$ cat config.mk
export PLATFORM = sky130hd
export DESIGN_NAME = spike_decoder_flat
export DESIGN_NICKNAME = d
export VERILOG_FILES = /design/src/rtl/spike_pkg.sv /design/src/rtl/spike_decoder_if.sv /design/src/rtl/spike_trace.sv /design/src/rtl/spike_decoder.sv /design/src/flat_wrapper.sv
export SDC_FILE = /design/constraint.sdc
export NUM_CORES = 1
export LEC_CHECK = 0
export ABC_CLOCK_PERIOD_IN_PS = 5750
export BUFFER_PORTS_ARGS = -buffer_cell sky130_fd_sc_hd__buf_4
export CAP_MARGIN = 0
export CORE_MARGIN = 3
export CORE_UTILIZATION = 64
export CTS_BUF_LIST = sky130_fd_sc_hd__clkbuf_4
export CTS_CLUSTER_DIAMETER = 150
export DETAILED_ROUTE_END_ITERATION = 7
export GPL_TIMING_DRIVEN = 0
export PLACE_DENSITY = 0.95
export SKIP_CTS_REPAIR_TIMING = 1
export SYNTH_ARGS = -nofsm -noshare
export SYNTH_HDL_FRONTEND = slang
export SYNTH_SLANG_ARGS = --single-unit
$ cat constraint.sdc
create_clock -name clk -period 5.75 [get_ports clk]
set_input_delay 1.15 -clock clk [delete_from_list [all_inputs] [get_ports clk]]
set_output_delay 1.15 -clock clk [all_outputs]
set_load 0.005 [all_outputs]
$ cat src/rtl/spike_pkg.sv
// Shared constants and types for the spike decoder and related neuron blocks.
// Q8_SHIFT is the fixed-point scale used by all /256 arithmetic.
package spike_pkg;

   localparam logic [15:0] NO_SPIKE = 16'hFFFF;
   localparam int unsigned Q8_SHIFT = 8;

   typedef enum logic {
      IDLE  = 1'b0,
      COUNT = 1'b1
   } state_t;

endpackage

$ cat src/rtl/spike_decoder_if.sv
// Spike-in / result-out signal bundle for spike_decoder.
// The master side drives the spike train and consumes results; the slave side is the decoder.
interface spike_decoder_if;

   logic        spike;
   logic        enable;
   logic        out_ready;
   logic        out_valid;
   logic [15:0] out_count;
   logic [15:0] out_first;
   logic [15:0] out_trace;
   logic        overrun;

   modport master (
      output spike, enable, out_ready,
      input  out_valid, out_count, out_first, out_trace, overrun
   );

   modport slave (
      input  spike, enable, out_ready,
      output out_valid, out_count, out_first, out_trace, overrun
   );

endinterface

$ cat src/rtl/spike_trace.sv
// Decaying synaptic trace: trace' = trace*ALPHA/256 + (spike ? WEIGHT : 0), saturating at 16 bits.
// One-cycle latency from spike to trace; no backpressure.
module spike_trace
   import spike_pkg::*;
#(
   parameter int unsigned ALPHA  = 224,
   parameter int unsigned WEIGHT = 64
) (
   input  logic        clk,
   input  logic        rst_n,
   input  logic        spike,
   output logic [15:0] trace
);

   logic [15:0] trace_q, trace_d;
   logic [23:0] decay;
   logic [23:0] sum;

   // 24 bits holds trace*ALPHA (ALPHA < 256) and the decayed value plus a full 16-bit weight.
   always_comb begin
      decay   = (24'(trace_q) * 24'(ALPHA)) >> Q8_SHIFT;
      sum     = decay + (spike ? 24'(WEIGHT) : 24'd0);
      trace_d = (sum > 24'h00FFFF) ? 16'hFFFF : sum[15:0];
   end

   always_ff @(posedge clk) begin
      if (!rst_n) begin
         trace_q <= 16'd0;
      end else begin
         trace_q <= trace_d;
      end
   end

   assign trace = trace_q;

endmodule

$ cat src/rtl/spike_decoder.sv
// Windowed spike count / first-spike latency decoder with a single-entry valid/ready result slot.
// Result appears on the edge sampling the last window cycle; a full, unaccepted slot drops the result and sets sticky overrun.
module spike_decoder
   import spike_pkg::*;
#(
   parameter int unsigned WINDOW = 64,
   parameter int unsigned ALPHA  = 224,
   parameter int unsigned WEIGHT = 64
) (
   input  logic            clk,
   input  logic            rst_n,
   spike_decoder_if.slave  io
);

   localparam logic [15:0] WIN_LAST = 16'(WINDOW - 1);

   state_t      state_q, state_d;
   logic [15:0] win_cnt_q, win_cnt_d;
   logic [15:0] spk_cnt_q, spk_cnt_d;
   logic [15:0] first_q, first_d;
   logic        out_valid_q, out_valid_d;
   logic [15:0] out_count_q, out_count_d;
   logic [15:0] out_first_q, out_first_d;
   logic        overrun_q, overrun_d;

   logic [15:0] cnt_nxt;
   logic [15:0] first_nxt;
   logic        win_end;
   logic        load;

   always_comb begin
      state_d = state_q;
      case (state_q)
         IDLE:    if (io.enable)  state_d = COUNT;
         COUNT:   if (!io.enable) state_d = IDLE;
         default: state_d = IDLE;
      endcase
   end

   // Counters are always zero in IDLE, so the entry edge shares the COUNT sampling path as cycle 0.
   always_comb begin
      win_cnt_d = win_cnt_q;
      spk_cnt_d = spk_cnt_q;
      first_d   = first_q;
      win_end   = 1'b0;
      cnt_nxt   = spk_cnt_q + 16'(io.spike);
      first_nxt = (io.spike && (first_q == NO_SPIKE)) ? win_cnt_q : first_q;

      if (io.enable) begin
         if (win_cnt_q == WIN_LAST) begin
            win_end   = 1'b1;
            win_cnt_d = 16'd0;
            spk_cnt_d = 16'd0;
            first_d   = NO_SPIKE;
         end else begin
            win_cnt_d = win_cnt_q + 16'd1;
            spk_cnt_d = cnt_nxt;
            first_d   = first_nxt;
         end
      end else begin
         win_cnt_d = 16'd0;
         spk_cnt_d = 16'd0;
         first_d   = NO_SPIKE;
      end
   end

   always_comb begin
      out_valid_d = out_valid_q;
      out_count_d = out_count_q;
      out_first_d = out_first_q;
      overrun_d   = overrun_q;
      load        = win_end && (!out_valid_q || io.out_ready);

      if (load) begin
         out_valid_d = 1'b1;
         out_count_d = cnt_nxt;
         out_first_d = first_nxt;
      end else if (out_valid_q && io.out_ready) begin
         out_valid_d = 1'b0;
      end

      if (win_end && !load) begin
         overrun_d = 1'b1;
      end
   end

   always_ff @(posedge clk) begin
      if (!rst_n) begin
         state_q     <= IDLE;
         win_cnt_q   <= 16'd0;
         spk_cnt_q   <= 16'd0;
         first_q     <= NO_SPIKE;
         out_valid_q <= 1'b0;
         out_count_q <= 16'd0;
         out_first_q <= NO_SPIKE;
         overrun_q   <= 1'b0;
      end else begin
         state_q     <= state_d;
         win_cnt_q   <= win_cnt_d;
         spk_cnt_q   <= spk_cnt_d;
         first_q     <= first_d;
         out_valid_q <= out_valid_d;
         out_count_q <= out_count_d;
         out_first_q <= out_first_d;
         overrun_q   <= overrun_d;
      end
   end

   spike_trace #(
      .ALPHA  (ALPHA),
      .WEIGHT (WEIGHT)
   ) u_trace (
      .clk   (clk),
      .rst_n (rst_n),
      .spike (io.spike),
      .trace (io.out_trace)
   );

   assign io.out_valid = out_valid_q;
   assign io.out_count = out_count_q;
   assign io.out_first = out_first_q;
   assign io.overrun   = overrun_q;

endmodule
$ cat src/flat_wrapper.sv
// flat-port wrapper written by rule: the top's interface ports become plain ports
module spike_decoder_flat import spike_pkg::*;
#(
   parameter int unsigned WINDOW = 64,
   parameter int unsigned ALPHA  = 224,
   parameter int unsigned WEIGHT = 64
)
  (clk, rst_n, io_spike, io_enable, io_out_ready, io_out_valid, io_out_count, io_out_first, io_out_trace, io_overrun);
  spike_decoder_if io_i ();
  input  logic clk;
  input  logic rst_n;
  input wire logic [$bits(io_i.spike)-1:0] io_spike;
  input wire logic [$bits(io_i.enable)-1:0] io_enable;
  input wire logic [$bits(io_i.out_ready)-1:0] io_out_ready;
  output wire logic [$bits(io_i.out_valid)-1:0] io_out_valid;
  output wire logic [$bits(io_i.out_count)-1:0] io_out_count;
  output wire logic [$bits(io_i.out_first)-1:0] io_out_first;
  output wire logic [$bits(io_i.out_trace)-1:0] io_out_trace;
  output wire logic [$bits(io_i.overrun)-1:0] io_overrun;
  assign io_i.spike = io_spike;
  assign io_i.enable = io_enable;
  assign io_i.out_ready = io_out_ready;
  assign io_out_valid = io_i.out_valid;
  assign io_out_count = io_i.out_count;
  assign io_out_first = io_i.out_first;
  assign io_out_trace = io_i.out_trace;
  assign io_overrun = io_i.overrun;
  spike_decoder #(.WINDOW(WINDOW), .ALPHA(ALPHA), .WEIGHT(WEIGHT)) u_core (.clk(clk), .rst_n(rst_n), .io(io_i));
endmodule
==> flow_summary_export.csv, run 1 <==
group,metric,value,unit
finish,layout.nets,633,
sta,worstMarginPinSlew,0.6740,ns
worst_hold_path,hold_path_end,"u_core.io.out_count[1]",
critical_path,reg2reg_depth,14,
floorplan,rows,31,
synthesis,synth-async-reset-ratio,0,%
sta,finalClockSkew,0.02985,ns
floorplan,die_w,93.82,um
floorplan,start_util,66.98,%
worst_hold_path,hp-class,"flip-flop to flip-flop",
status,outcome,"completed",
synthesis,synth.area.mux_share,2.662,%
sta,final_max_slew_viol_count,0,
routing,wirelength,11410,um
sta,holdWs,0.4912,ns
clock_network,cts-root-buf,"clkbuf_4",
pwr,power_density,313.1,nW/um^2
critical_path,worstPathRequired,6.10,ns
placement,post_dp_cell_area,5465,um^2
sta,finalWorstSetupSlack,1.867,ns
floorplan,io_pins,55,
worst_hold_path,holdCritStartpoint,"u_core.io.out_count[1]",
critical_path,arrival,4.24,ns
routing,vias_per_cell,5.988,
floorplan,design.core.area,7370,um^2
synthesis,synthAdderAreaFrac,12.07,%
global_route,gr-total-overflow,0,
placement,place.port_buffers,54,
pwr,intPower,1126,uW
sta,fin_crit,3.883,ns
critical_path,cp_max_fo,10,
floorplan,die_area,8802,um^2
pwr,seqPwrFrac,44.7,%
synthesis,synth-compound-area-share,15.44,%
pwr,peakVddDrop,270.5,uV
finish,diodes,0,
pwr,combPwrFrac,33.7,%
sta,setup_viol,0,
pwr,switching_power,632.9,uW
synthesis,synth_top_family_by_area,"simple AND/OR/NAND/NOR gates",
clock_network,clock_latency,0.45,ns
sta,setup-tns-final,0,ns
placement,dp.cells,678,
global_route,grt_pass1_wl,19490,um
critical_path,r2r-end,"u_core.u_trace.trace[13]",
clock_network,cts_buffers,9,
synthesis,post_synth_instance_area,4936,um^2
sta,slew_headroom,54.90,%
critical_path,rr_startpoint,"u_core.u_trace.trace[4]",
finish,stdcell_area,5617,um^2
synthesis,synth_top_flop_cell,"dfxtp_1",
routing,routedWlPerCell,16.44,um
synthesis,yosys.area_share.xor_xnor,7.427,%
synthesis,yosys_warnings,0,
critical_path,reg2reg_slack,1.87,ns
synthesis,yosys-top-cells-area,"dfxtp_1 (40%), fa_1 (6.5%), ha_1 (5.6%)",
finish,drive_above_1_share,16.97,%
placement,gp_congestion,0.9041,
synthesis,ys_ff_latch,98,
sta,rsz0062_at_grt,"no",
critical_path,crit_type,"flip-flop to flip-flop",
pwr,clkPwrFrac,21.6,%
placement,place_worst_setup_slack,1.958,ns
pwr,swShare,35.98,%
placement,hpwl,8800,um
routing,vias,4156,
routing,drc_errors,0,
global_route,track_usage,27.76,%
floorplan,die_y,93.82,um
global_route,grt_pass1_vias,4182,
pwr,p_leak,0.002454,uW
global_route,grt_max_degree,19,
sta,hold_viol_final,0,
critical_path,endpoint_kind,"flip-flop",
global_route,antenna_found_initial,0,
synthesis,yosys.area.top_type_share,39.75,%
finish,fill_cells,499,
synthesis,yosys.area_share.simple,19.67,%
synthesis,synthDistinctLibCells,54,
synthesis,seq_area_frac_synth,39.75,%
clock_network,cts.sinks,98,
synthesis,synth_top_area_cell,"dfxtp_1",
sta,max_freq,0.2576,GHz
clock_network,cts_tree,"built",
routing,dr.pass1.iters,4,
finish,fin_cells,694,
clock_network,cts_max_path_buffers,2,
routing,drtIter0Drc,256,
worst_hold_path,min_path_cells,2,
job,drv_cap,0,
sta,period_share,67.53,%
critical_path,worstSetupStartpointType,"flip-flop",
clock_network,cts_max_level,3,
routing,ant_nets,0,
clock_network,clk_pin_slew_worst_paths,0.16,ns
synthesis,synthesis.nets,568,
synthesis,synth_edf_count,0,
synthesis,synth_cells,525,
finish,area_growth,13.79,%
synthesis,avgSynthCellArea,9.402,um^2
-- cell families (layout without fill, tap and decap cells) --
| family | after synthesis | after routing |
|---|---|---|
| simple gates | 201 | 201 |
| compound gates | 103 | 103 |
| flops | 98 | 98 |
| xor+xnor | 41 | 41 |
| fa+ha+maj | 38 | 38 |
| buf+inv | 31 | 101 |
| mux | 13 | 13 |
-- state kept, by name, indices dropped and copies added, names as in the netlist --
signal and cells:
u_core.first_q 16, u_core.io.out_count 16, u_core.io.out_first 16, u_core.io.out_valid 1
u_core.io.overrun 1, u_core.spk_cnt_q 16, u_core.u_trace.trace 16, u_core.win_cnt_q 16
-- routing by layer --
layer | wire, um | global-route usage (%) | vias up
li1 | - | - | 1985
met1 | 4670 | 32.81 | 2033
met2 | 5979 | 49.26 | 108
met3 | 480 | 5.208 | 30
met4 | 276 | 11.19 | 0
met5 | 0 | 0 | -
-- power groups by stage --
stage	combinational (uW)	clock [uW]	sequential [uW]
after global routing	660	410	794
after detailed placement	580	0	801
after CTS	589	384	786
final	592	380	786
after floorplan	430	0	790
after global placement	543	0	794
-- placed cells by master, fill, tap and decap left out, types with 12 or more instances in the layout --
master,n
dfxtp_1,98
clkbuf_1,19
nor2_1,60
mux2i_1,12
xor2_1,22
ha_1,22
nand3_1,18
buf_4,54
a21oi_1,17
nand2_1,59
a211oi_1,18
fa_1,16
o211ai_1,18
xnor2_1,18
-- synthesized netlist by cell type, types with 11 or more instances --
master / count
ha_1: 22
mux2i_1: 12
nand4_1: 11
a21oi_1: 17
nand3_1: 18
xor2_1: 22
o21ai_0: 11
dfxtp_1: 98
nor2_1: 60
nand2_1: 59
fa_1: 16
xnor2_1: 18
o211ai_1: 18
and3_1: 11
a211oi_1: 18
clkbuf_1: 19
-- worst max path at each step --
stage,to,startpoint,cells after the start
2_1_floorplan,u_core.u_trace.trace[14],u_core.u_trace.trace[2],13
3_3_place_gp,u_core.u_trace.trace[13],u_core.u_trace.trace[6],14
3_5_place_dp,u_core.u_trace.trace[13],u_core.u_trace.trace[4],14
4_1_cts,u_core.u_trace.trace[13],u_core.u_trace.trace[4],14
5_1_grt,u_core.u_trace.trace[13],u_core.u_trace.trace[2],14
6_report,u_core.u_trace.trace[13],u_core.u_trace.trace[4],14
-- final cells by class --
cell class | instances | area [um^2] | share of cell area [%]
clock inverter | 7 | 83.83 | 1.493
multi-input combinational | 396 | 2826 | 50.32
clock buffer | 9 | 67.56 | 1.203
inverter | 7 | 26.28 | 0.4678
buffer | 24 | 121.4 | 2.161
tap | 99 | 123.9 | 2.205
sequential | 98 | 1962 | 34.93
timing repair buffer | 54 | 405.4 | 7.218
-- critical path, stage by stage (launching register included) --
cell and delay, ns:
dfxtp_1 0.50, fa_1 0.46, ha_1 0.36, a21oi_1 0.24
a21oi_1 0.21, nor3_1 0.51, xnor2_1 0.20, ha_1 0.23
ha_1 0.21, and2_4 0.16, and4_1 0.22, buf_6 0.14
nand2b_4 0.05, buf_6 0.15, a21oi_2 0.14
-- through the flow --
step	total power (uW)	utilization [%]
after detailed placement	1381	74.16
after global routing	1864	76.21
after global placement	1337	74.16
after floorplan	1220	-
after CTS	1759	76.21
final	1759	76.21
Power figures use the tool's default switching activity.
==> run 2, diff against run 1 <==
--- a/config.mk
+++ b/config.mk
@@ -5,16 +5,16 @@
 export SDC_FILE = /design/constraint.sdc
 export NUM_CORES = 1
 export LEC_CHECK = 0
-export ABC_CLOCK_PERIOD_IN_PS = 5750
+export ABC_CLOCK_PERIOD_IN_PS = 4100
 export BUFFER_PORTS_ARGS = -buffer_cell sky130_fd_sc_hd__buf_4
 export CAP_MARGIN = 0
 export CORE_MARGIN = 3
-export CORE_UTILIZATION = 64
+export CORE_UTILIZATION = 61
 export CTS_BUF_LIST = sky130_fd_sc_hd__clkbuf_4
 export CTS_CLUSTER_DIAMETER = 150
 export DETAILED_ROUTE_END_ITERATION = 7
 export GPL_TIMING_DRIVEN = 0
-export PLACE_DENSITY = 0.95
+export PLACE_DENSITY = 0.94
 export SKIP_CTS_REPAIR_TIMING = 1
 export SYNTH_ARGS = -nofsm -noshare
 export SYNTH_HDL_FRONTEND = slang
==> constraint.sdc (replaced) <==
create_clock -name clk -period 4.1 [get_ports clk]
set_input_delay 0.82 -clock clk [delete_from_list [all_inputs] [get_ports clk]]
set_output_delay 0.82 -clock clk [all_outputs]
set_load 0.005 [all_outputs]
==> flow_summary_export.csv, run 2 (same netlist as run 1, synthesis figures left out) <==
group,metric,value,unit
sta,setup-tns-final,0,ns
sta,setup_viol,0,
critical_path,arrival,4.20,ns
finish,final_cell_mix,"dfxtp_1 (98), nor2_1 (60), nand2_1 (59), buf_4 (54)",
sta,slew_headroom,54.29,%
global_route,gr-total-overflow,0,
routing,routedWlPerCell,15.92,um
clock_network,cts-root-buf,"clkbuf_4",
clock_network,clk_pin_slew_worst_paths,0.14,ns
placement,place_worst_setup_slack,0.3751,ns
placement,place.port_buffers,54,
finish,layout_commonest_cell,"dfxtp_1",
critical_path,worstSetupStartpointType,"flip-flop",
placement,gp_congestion,0.9035,
sta,rsz0062_at_grt,"no",
finish,stdcell_area,5604,um^2
global_route,antenna_found_initial,0,
routing,vias,4091,
clock_network,cts_max_path_buffers,2,
sta,max_freq,0.2618,GHz
clock_network,cts_tree,"built",
critical_path,endpoint_kind,"flip-flop",
status,outcome,"completed",
worst_hold_path,hp-class,"flip-flop to flip-flop",
global_route,grt_pass1_wl,18850,um
job,drv_cap,0,
sta,finalClockSkew,0.01447,ns
floorplan,design.core.area,7807,um^2
pwr,power.total,2419,uW
finish,fin_util,71.78,%
placement,post_dp_cell_area,5469,um^2
floorplan,io_pins,55,
routing,vias_per_cell,5.869,
clock_network,cts_buffers,9,
placement,hpwl,8359,um
sta,worstMarginPinSlew,0.6856,ns
critical_path,worstPathRequired,4.48,ns
routing,drtIter0Drc,233,
finish,layout.nets,633,
sta,period_share,93.18,%
global_route,grt_max_degree,17,
sta,final_max_slew_viol_count,0,
finish,area_growth,13.54,%
sta,fin_crit,3.820,ns
global_route,track_usage,26.13,%
routing,drc_errors,0,
critical_path,crit_type,"flip-flop to flip-flop",
clock_network,clock_latency,0.45,ns
floorplan,die_w,95.96,um
critical_path,cp_max_fo,10,
sta,finalWorstSetupSlack,0.2797,ns
pwr,power_density,431.6,nW/um^2
global_route,grt_pass1_vias,3982,
pwr,p_leak,0.002453,uW
floorplan,rows,32,
finish,diodes,0,
finish,drive_above_1_share,16.64,%
floorplan,die_y,95.96,um
routing,wirelength,11100,um
sta,hold_viol_final,0,
floorplan,start_util,63.22,%
routing,ant_nets,0,
floorplan,die_area,9207,um^2
clock_network,cts_max_level,3,
routing,dr.pass1.iters,5,
clock_network,cts.sinks,98,
pwr,peakVddDrop,318.5,uV
-- run 2: changes by cell type in the layout (fill, tap and decap cells not counted) --
cell	delta
clkinv_4	+1
clkinv_1	+2
clkinvlp_4	-2
clkinv_2	+1
inv_8	-2
-- run 2: worst max-delay path, cell delays in order (launching register included) --
cell and delay (ns):
dfxtp_1 0.50, fa_1 0.47, ha_1 0.38, a21o_1 0.20, a31o_1 0.28, nor3_1 0.41
xnor2_1 0.21, ha_1 0.23, ha_1 0.21, and2_4 0.16, and4_1 0.23, buf_6 0.14
nand2b_4 0.05, buf_6 0.15, a21oi_2 0.14
-- run 2: where the power goes --
group | internal, uW | total [uW] | switching, uW | leakage [uW]
combinational | 352 | 812 | 460 | 0.00159
clock | 184 | 504 | 320 | 0.0000714
sequential | 1030 | 1100 | 73.2 | 0.000794
total | 1570 | 2420 | 853 | 0.00245
-- run 2: through the flow --
stage	hold slack (ns)	cells
2_1_floorplan	0.4384	525
3_3_place_gp	0.4639	681
3_5_place_dp	0.4742	681
4_1_cts	0.5014	697
5_1_grt	0.5149	697
6_report	0.4954	697
-- run 2: final timing paths --
kind / start / to / slack (ns) / cells past startpoint
max: u_core.u_trace.trace[6] / u_core.u_trace.trace[13] / 0.28 / 14
min: u_core.io.out_first[9] / u_core.io.out_first[9] / 0.50 / 2
max reg2reg: u_core.u_trace.trace[6] / u_core.u_trace.trace[13] / 0.28 / 14
min reg2reg: u_core.io.out_first[9] / u_core.io.out_first[9] / 0.50 / 2
-- run 2: metal layers --
metal	global-route usage [%]	part of all wire (%)	up-vias
met5	0	0	-
met3	4.535	5.3	22
met1	33.42	43	1966
li1	-	-	1975
met2	44.47	50	128
met4	9.005	1.7	0
-- run 2: final cells by class --
type,count,area (um^2)
clock inverters,7,67.56
inverters,7,26.28
fillers,561,2203
well taps,102,127.6
clock buffers,9,67.56
repair buffers,54,405.4
flip-flops and latches,98,1962
multi-input cells,396,2826
plain buffers,24,121.4
==> run 3, diff against run 2 <==
--- a/config.mk
+++ b/config.mk
@@ -14,7 +14,9 @@
 export CTS_CLUSTER_DIAMETER = 150
 export DETAILED_ROUTE_END_ITERATION = 7
 export GPL_TIMING_DRIVEN = 0
+export HOLD_SLACK_MARGIN = 0.05
 export PLACE_DENSITY = 0.94
+export REMOVE_ABC_BUFFERS = 1
 export SKIP_CTS_REPAIR_TIMING = 1
 export SYNTH_ARGS = -nofsm -noshare
 export SYNTH_HDL_FRONTEND = slang
==> flow_summary_export.csv, run 3 (same netlist as run 1, synthesis figures left out) <==
group,metric,value,unit
placement,dp.cells,657,
sta,finalClockSkew,0.01352,ns
critical_path,worstSetupStartpointType,"flip-flop",
job,drv_cap,0,
routing,vias_per_cell,5.840,
critical_path,crit_chain,"fa_1 > ha_1 > a21o_1 > a31o_1 > nor3_1 > xnor2_1 > ha_1 > ha_1 > and2_4 > and4_1 > and4_4 > nor3_2",
pwr,power_density,430.8,nW/um^2
floorplan,start_util,63.22,%
sta,slew_headroom,17.77,%
routing,drc_errors,0,
sta,setup_viol,0,
routing,routedWlPerCell,15.13,um
sta,max_freq,0.2604,GHz
clock_network,cts_buffers,9,
critical_path,crit_type,"flip-flop to flip-flop",
placement,hpwl,7516,um
critical_path,rr_startpoint,"u_core.u_trace.trace[6]",
critical_path,critPathSlowestCell,"dfxtp_1",
pwr,peakVddDrop,360.5,uV
global_route,grt_pass1_wl,17500,um
critical_path,r2r-end,"u_core.u_trace.trace[14]",
routing,ant_nets,0,
worst_hold_path,min_path_cells,2,
global_route,antenna_found_initial,0,
global_route,grt_max_degree,35,
clock_network,clock_latency,0.45,ns
sta,period_share,93.67,%
clock_network,cts_max_level,3,
critical_path,arrival,4.14,ns
pwr,switching_power,841.4,uW
global_route,track_usage,23.96,%
worst_hold_path,holdCritStartpoint,"u_core.io.out_count[0]",
clock_network,cts_max_path_buffers,2,
sta,holdWs,0.4665,ns
finish,diodes,0,
floorplan,io_pins,55,
pwr,intPower,1513,uW
critical_path,path_delay_family,"simple AND/OR/NAND/NOR gates",
routing,wirelength,10180,um
pwr,seqPwrFrac,46.7,%
finish,fill_cells,595,
critical_path,reg2reg_slack,0.26,ns
routing,dr.pass1.iters,4,
sta,final_max_slew_viol_count,0,
finish,fin_util,70.00,%
pwr,clkPwrFrac,18.9,%
critical_path,crit_top_cell,"ha_1",
pwr,p_leak,0.002392,uW
global_route,gr-total-overflow,0,
finish,layout_commonest_cell,"dfxtp_1",
floorplan,die_y,95.96,um
status,outcome,"completed",
floorplan,design.core.area,7807,um^2
sta,fin_crit,3.841,ns
floorplan,die_area,9207,um^2
clock_network,clk_pin_slew_worst_paths,0.14,ns
critical_path,reg2reg_depth,12,
floorplan,die_w,95.96,um
critical_path,slowest_delay,0.48,ns
global_route,grt_pass1_vias,3909,
routing,vias,3930,
sta,hold_viol_final,0,
critical_path,timing.critical_path.buf_inv,0,
finish,final_cell_mix,"dfxtp_1 (98), nor2_1 (60), nand2_1 (59), buf_4 (54)",
pwr,power.total,2354,uW
sta,worstMarginPinSlew,1.229,ns
routing,drtIter0Drc,181,
pwr,combPwrFrac,34.4,%
finish,area_growth,10.72,%
placement,gp_congestion,0.9597,
clock_network,cts-root-buf,"clkbuf_4",
clock_network,cts.sinks,98,
sta,setup-tns-final,0,ns
finish,fin_cells,673,
critical_path,worstPathRequired,4.40,ns
finish,layout.nets,609,
placement,place.port_buffers,54,
pwr,swShare,35.74,%
critical_path,cp_max_fo,7,
sta,rsz0062_at_grt,"no",
clock_network,cts_tree,"built",
worst_hold_path,hold_path_end,"u_core.io.out_count[0]",
critical_path,endpoint_kind,"flip-flop",
finish,drive_above_1_share,16.81,%
floorplan,rows,32,
worst_hold_path,hp-class,"flip-flop to flip-flop",
-- run 3: worst max-delay path by stage --
stage / start / slack (ns) / cells past startpoint / endpoint
CTS: u_core.u_trace.trace[2] / 0.29 / 12 / u_core.u_trace.trace[14]
floorplan: u_core.u_trace.trace[2] / 0.62 / 12 / u_core.u_trace.trace[14]
finish: u_core.u_trace.trace[6] / 0.26 / 12 / u_core.u_trace.trace[14]
detailed placement: u_core.u_trace.trace[2] / 0.32 / 12 / u_core.u_trace.trace[14]
global route: u_core.u_trace.trace[3] / 0.04 / 13 / u_core.u_trace.trace[15]
global placement: u_core.u_trace.trace[6] / 0.40 / 12 / u_core.u_trace.trace[14]
-- run 3: through the flow --
step / instance area [um^2] / worst slack [ns]
after floorplan: 4815 / 0.6150
after global placement: 5348 / 0.3989
after detailed placement: 5348 / 0.3163
after CTS: 5465 / 0.2877
after global routing: 5465 / 0.03820
final: 5465 / 0.2594
-- run 3: tightest hold or removal path, stage by stage (launching register included) --
cell and delay (ns):
dfxtp_1 0.34, nand2_1 0.05, a21oi_1 0.05
-- run 3: power groups by stage --
stage          registers [uW]  clock network, uW  logic [uW]
4_1_cts                  1100                452         807
3_3_place_gp             1120                  0         754
2_1_floorplan            1110                  0         595
6_report                 1100                445         810
3_5_place_dp             1120                  0         798
5_1_grt                  1110                492         911
-- run 3: area by class of cell --
class,count,area (um^2),area share [%]
timing repair buffer,54,405.4,7.418
sequential,98,1962,35.90
tap,102,127.6,2.335
multi-input combinational,396,2826,51.72
clock buffer,10,75.07,1.374
inverter,7,26.28,0.4808
clock inverter,6,42.54,0.7784
-- run 3: metal layers --
layer / GRT usage, % / part of all wire [%]
met5: 0 / 0
met4: 10.07 / 1.8
met3: 3.753 / 4.7
met2: 43.37 / 51
met1: 27.94 / 42
